$ cat config.mk
export PLATFORM = sky130hd
export DESIGN_NAME = ysyx_24100012_ifu_req
export DESIGN_NICKNAME = d
export VERILOG_FILES = /design/src/rtl/ysyx_24100012_pkg.sv /design/src/rtl/ysyx_24100012_Reg.sv /design/src/rtl/ysyx_24100012_ifu_req.sv
export SDC_FILE = /design/constraint.sdc
export NUM_CORES = 1
export LEC_CHECK = 0
export CAP_MARGIN = 20
export CORE_MARGIN = 1
export CORE_UTILIZATION = 25
export CTS_CLUSTER_DIAMETER = 100
export CTS_CLUSTER_SIZE = 14
export DETAILED_ROUTE_END_ITERATION = 10
export PLACE_DENSITY_LB_ADDON = 0.3
export SLEW_MARGIN = 20
export SYNTH_ARGS = -nofsm -noshare
export SYNTH_HDL_FRONTEND = slang
export SYNTH_SLANG_ARGS = --single-unit
$ cat constraint.sdc
create_clock -name clk -period 5.7 [get_ports clk]
set_input_delay 1.425 -clock clk [delete_from_list [all_inputs] [get_ports clk]]
set_output_delay 1.425 -clock clk [all_outputs]
set_load 0.03 [all_outputs]
$ cat src/rtl/ysyx_24100012_pkg.sv
// Shared IFU definitions: fetch FSM state encoding, the canonical NOP and reset PC.
package ysyx_24100012_pkg;

  typedef enum logic [1:0] {
    IDLE = 2'd0,
    REQ  = 2'd1,
    WAIT = 2'd2,
    HOLD = 2'd3
  } ifu_state_e;

  localparam logic [31:0] IFU_NOP         = 32'h00000013;
  localparam logic [31:0] IFU_ORIGIN_ADDR = 32'h80000000;

endpackage

$ cat src/rtl/ysyx_24100012_Reg.sv
// Generic write-enabled register with asynchronous active-low reset to RESET_VAL.
module ysyx_24100012_Reg #(
  parameter int               WIDTH     = 1,
  parameter logic [WIDTH-1:0] RESET_VAL = '0
) (
  input  logic             clk,
  input  logic             rst,
  input  logic             wen,
  input  logic [WIDTH-1:0] din,
  output logic [WIDTH-1:0] dout
);

  always_ff @(posedge clk or negedge rst) begin
    if (!rst)     dout <= RESET_VAL;
    else if (wen) dout <= din;
  end

endmodule

$ cat src/rtl/ysyx_24100012_ifu_req.sv
// Instruction fetch requester: issues one memory request per PC, holds the word until consumed.
// Optional perf counters with YSYX_24100012_IFU_PERF_EN.  States: IDLE|post-reset  REQ|request  WAIT|response  HOLD|offer inst
module ysyx_24100012_ifu_req
  import ysyx_24100012_pkg::*;
#(
  parameter int                    ADDR_WIDTH  = 32,
  parameter int                    DATA_WIDTH  = 32,
  parameter logic [ADDR_WIDTH-1:0] ORIGIN_ADDR = ADDR_WIDTH'(IFU_ORIGIN_ADDR)
) (
  input  logic                  clk,
  input  logic                  rst,
  output logic                  mem_req_valid,
  input  logic                  mem_req_ready,
  output logic [ADDR_WIDTH-1:0] mem_req_addr,
  input  logic                  mem_rsp_valid,
  input  logic [DATA_WIDTH-1:0] mem_rsp_data,
  input  logic                  mem_rsp_err,
  output logic                  inst_valid,
  input  logic                  inst_ready,
  output logic [DATA_WIDTH-1:0] inst,
  output logic [ADDR_WIDTH-1:0] inst_pc,
  output logic [ADDR_WIDTH-1:0] inst_pc_next,
  output logic                  inst_err,
`ifdef YSYX_24100012_IFU_PERF_EN
  output logic [31:0]           perf_fetch_cnt,
  output logic [31:0]           perf_stall_cnt,
`endif
  input  logic                  redirect_valid,
  input  logic [ADDR_WIDTH-1:0] redirect_pc
);

  ifu_state_e            state_q, state_d;
  logic                  mem_req_valid_q, mem_req_valid_d;
  logic                  inst_valid_q, inst_valid_d;
  logic [DATA_WIDTH-1:0] inst_q, inst_d;
  logic                  inst_err_q, inst_err_d;
  logic [ADDR_WIDTH-1:0] pc, pc_d;
  logic                  accept;

  assign accept = inst_valid_q && inst_ready;
  // Redirect targets are forced word-aligned.
  assign pc_d   = redirect_valid ? (redirect_pc & ~ADDR_WIDTH'(3)) : pc + ADDR_WIDTH'(4);

  ysyx_24100012_Reg #(
    .WIDTH    (ADDR_WIDTH),
    .RESET_VAL(ORIGIN_ADDR)
  ) u_pc (
    .clk (clk),
    .rst (rst),
    .wen (accept),
    .din (pc_d),
    .dout(pc)
  );

  always_comb begin
    state_d    = state_q;
    inst_d     = inst_q;
    inst_err_d = inst_err_q;
    case (state_q)
      IDLE: state_d = REQ;
      REQ:  if (mem_req_ready) state_d = WAIT;
      WAIT: if (mem_rsp_valid) begin
        state_d    = HOLD;
        inst_d     = mem_rsp_data;
        inst_err_d = mem_rsp_err;
      end
      HOLD: if (inst_ready) state_d = REQ;
      default: state_d = IDLE;
    endcase
    mem_req_valid_d = (state_d == REQ);
    inst_valid_d    = (state_d == HOLD);
  end

  always_ff @(posedge clk or negedge rst) begin
    if (!rst) begin
      state_q         <= IDLE;
      mem_req_valid_q <= 1'b0;
      inst_valid_q    <= 1'b0;
      inst_q          <= '0;
      inst_err_q      <= 1'b0;
    end else begin
      state_q         <= state_d;
      mem_req_valid_q <= mem_req_valid_d;
      inst_valid_q    <= inst_valid_d;
      inst_q          <= inst_d;
      inst_err_q      <= inst_err_d;
    end
  end

  assign mem_req_valid = mem_req_valid_q;
  assign mem_req_addr  = pc;
  assign inst_valid    = inst_valid_q;
  assign inst          = inst_q;
  assign inst_err      = inst_err_q;
  assign inst_pc       = pc;
  assign inst_pc_next  = pc + ADDR_WIDTH'(4);

`ifdef YSYX_24100012_IFU_PERF_EN
  logic [31:0] perf_fetch_cnt_q, perf_fetch_cnt_d;
  logic [31:0] perf_stall_cnt_q, perf_stall_cnt_d;
  logic        stall;

  assign stall = ((state_q == REQ) && !mem_req_ready) || ((state_q == WAIT) && !mem_rsp_valid);

  always_comb begin
    perf_fetch_cnt_d = perf_fetch_cnt_q + (accept ? 32'd1 : 32'd0);
    perf_stall_cnt_d = perf_stall_cnt_q + (stall ? 32'd1 : 32'd0);
  end

  always_ff @(posedge clk or negedge rst) begin
    if (!rst) begin
      perf_fetch_cnt_q <= '0;
      perf_stall_cnt_q <= '0;
    end else begin
      perf_fetch_cnt_q <= perf_fetch_cnt_d;
      perf_stall_cnt_q <= perf_stall_cnt_d;
    end
  end

  assign perf_fetch_cnt = perf_fetch_cnt_q;
  assign perf_stall_cnt = perf_stall_cnt_q;
`endif

endmodule

==> results.yml <==
clock_tree:
  cts.repair.resized: 0
  path_clk_slew_ns: 0.05
  post_cts_buffers: 0
  cts_buffers: 9
  clockBufferDepth: 2
  postCtsHoldBufs: 0
  tritoncts: "yes"
  clock-root-buffer: "clkbuf_16"
  clock-sinks: 67
  cts_max_level: 3
  clock_latency_ns: 0.34
worst_setup_path:
  cpPeakStageDelay_ns: 0.69
  end_kind: "output pin"
  path_cells: "nand4_4 -> nor4_4 -> nand4_2 -> nor2_1 -> xor2_1 -> clkdlybuf4s50_1"
  worstPathArrival_ns: 2.97
  crit_family: "simple AND/OR/NAND/NOR gates"
  crit_cells: 6
  cp.required_ns: 4.28
  critical_path_class: "reg2out"
  ff2ff_path_depth: 5
  cp.buffers_inverters: 1
  worstPathMaxFanout: 9
  startpoint_type: "register"
  crit_slowest_cell: "clkdlybuf4s50_1"
route:
  wl_per_cell_um: 15.8
  drtPass1Iterations: 4
  drt_iter0_markers: 210
  wl_mm: 12.0
  vias: 3547
  ant_nets: 0
  drc: 0
  vias_per_cell: 4.65
placement:
  routabilityCongestion: 0.782
  dp_hpwl_mm: 8.66
  dpl_worst_slack_ns: 1.67
  io_buffers: 193
final_layout:
  mostFrequentLayoutCells: "191 x clkdlybuf4s50_1, 66 x dfrtp_1, 26 x nand2_1"
  fin_nets: 618
  drive_gt1_share_pct: 10.9
  diodes: 0
  mostFrequentLayoutCell: "clkdlybuf4s50_1"
  final_util_pct: 39.6
  syn_to_final_growth_pct: 53.3
global_routing:
  antenna_found_initial: 0
  grt_overflow: 0
  grt_max_degree: 68
  grt_util_all_layers_pct: 14.9
  grt_pass1_wl_mm: 18.8
  grt_pass1_vias: 3515
worst_hold_path:
  min_path_type: "reg2reg"
  worstHoldPathCells: 1
yosys:
  ys.flop_type: "dfrtp_1"
  yosysSeqAreaShare_pct: 42.3
  synth-edff-count: 0
  avgSynthCellArea_um2: 9.99
  yosys_warnings: 0
  synth_cells: 397
  syn_area_um2: 3970
  synth.distinct_cells: 52
  synth-seq-cells: 67
  async_flop_share_pct: 100
sta:
  rsz0062_at_grt: "no"
  whs_ns: 0.488
  fin_setup_tns_ns: 0
  setup_viol: 0
  fin_crit_ns: 4.39
  period_share_pct: 77.0
  finalHoldViolCount: 0
  layout_setup_ws_ns: 1.31
  max_slew_margin_pct: 40.5
  worstMarginPinSlew_ns: 0.893
  max_freq_mhz: 228
  drv_slew: 0
  finalClockSkew_ns: 0.00936
power:
  power.leakage_nw: 2.44
  internal-power_w: 0.00202
  ir_drop_mv: 0.291
  switching_share_pct: 47.7
  powerDensity_nw_per_um2: 635
  p_comb_share_pct: 60.1
  p_seq_share_pct: 26.5
  total_power_w: 0.00386
  p_switching_w: 0.00184
  p_clk_share_pct: 13.4
status:
  status: "complete, no violations"
flow_run:
  maxCapViolCount: 0
floorplanning:
  core.rowCount: 45
  die_width_um: 128
  core_area_um2: 15400
  start_util_pct: 25.8
  ioPinCount: 202
  die_area_um2: 16400
  die_h_um: 128
worst paths after layout:
path                                from  slack (ns)                to
max in group asynchronous            rst        3.90     u_pc.dout[29]
min in group asynchronous            rst        1.21     u_pc.dout[12]
hold reg to reg                 inst[18]        0.49          inst[18]
setup / recovery            u_pc.dout[5]        1.31  inst_pc_next[27]
setup reg to reg           u_pc.dout[10]        3.58     u_pc.dout[29]
hold / removal                  inst[18]        0.49          inst[18]
logic make-up after synthesis:
group | synth area share (%)
fa+ha+maj | 0.315
buf+inv | 10.6
flops | 42.3
compound gates | 13.2
other cells | 0.0945
simple gates | 16.5
mux | 10.9
xor+xnor | 6.18
power groups by stage:
stage	Sequential [W]	Combinational (W)	Clock, W
after floorplan	0.00137	0.00109	0
after global placement	0.00101	0.00232	0
after detailed placement	0.00103	0.00234	0
after CTS	0.00103	0.00235	0.000539
after global routing	0.00107	0.00244	0.000557
final	0.00102	0.00232	0.000516
layer usage:
layer | vias to the layer above | global-route usage, % | part of all wire (%)
met1 | 1675 | 17.4 | 40
met4 | 0 | 8.44 | 3.0
met3 | 23 | 6.18 | 11
met5 | - | 0 | 0
met2 | 176 | 23.2 | 46
li1 | 1673 | - | -
registers in the layout, indices dropped and copies added (netlist names):
register,cells
inst_valid,1
inst,32
mem_req_valid,1
state_q,2
inst_err,1
u_pc.dout,30
Yosys cell counts, types with 3 or more instances:
cell        n  area (µm²)
buf_2      12        60.1
buf_4      37         278
o21a_1      4        30.0
nor4_4      3        63.8
mux2i_1     6        60.1
and3_1      8        50.1
xor2_1     13         114
inv_1       4        15.0
nand3_1    15        75.1
clkbuf_1   15        56.3
nand4_1     8        50.1
nor3_1      9        45.0
a21oi_1    15        75.1
mux2_2     21         236
a2bb2oi_1   6        52.6
o21ai_0    20         100
a31oi_1     5        31.3
and2_1      3        18.8
o2bb2ai_1   4        35.0
nor2_1     21        78.8
o22ai_1     6        37.5
o22a_1      4        35.0
dfrtp_1    66        1650
mux2_1     12         135
xnor2_1    15         131
nand2_1    26        97.6
a22oi_1     6        45.0
metrics by stage:
step	cells	instance area (µm²)
detailed placement	746	5810
global route	762	6080
floorplan	402	3990
finish	762	6080
global placement	746	5810
CTS	762	6080
area by class of cell:
cell class	instances	area, µm²
Inverter	7	26.3
Sequential cell	67	1680
Fill cell	1526	9290
Tap cell	211	264
Multi-Input combinational cell	264	1890
Clock buffer	12	246
Clock inverter	4	26.3
Timing Repair Buffer	197	1950
Power figures use the tool's default switching activity.
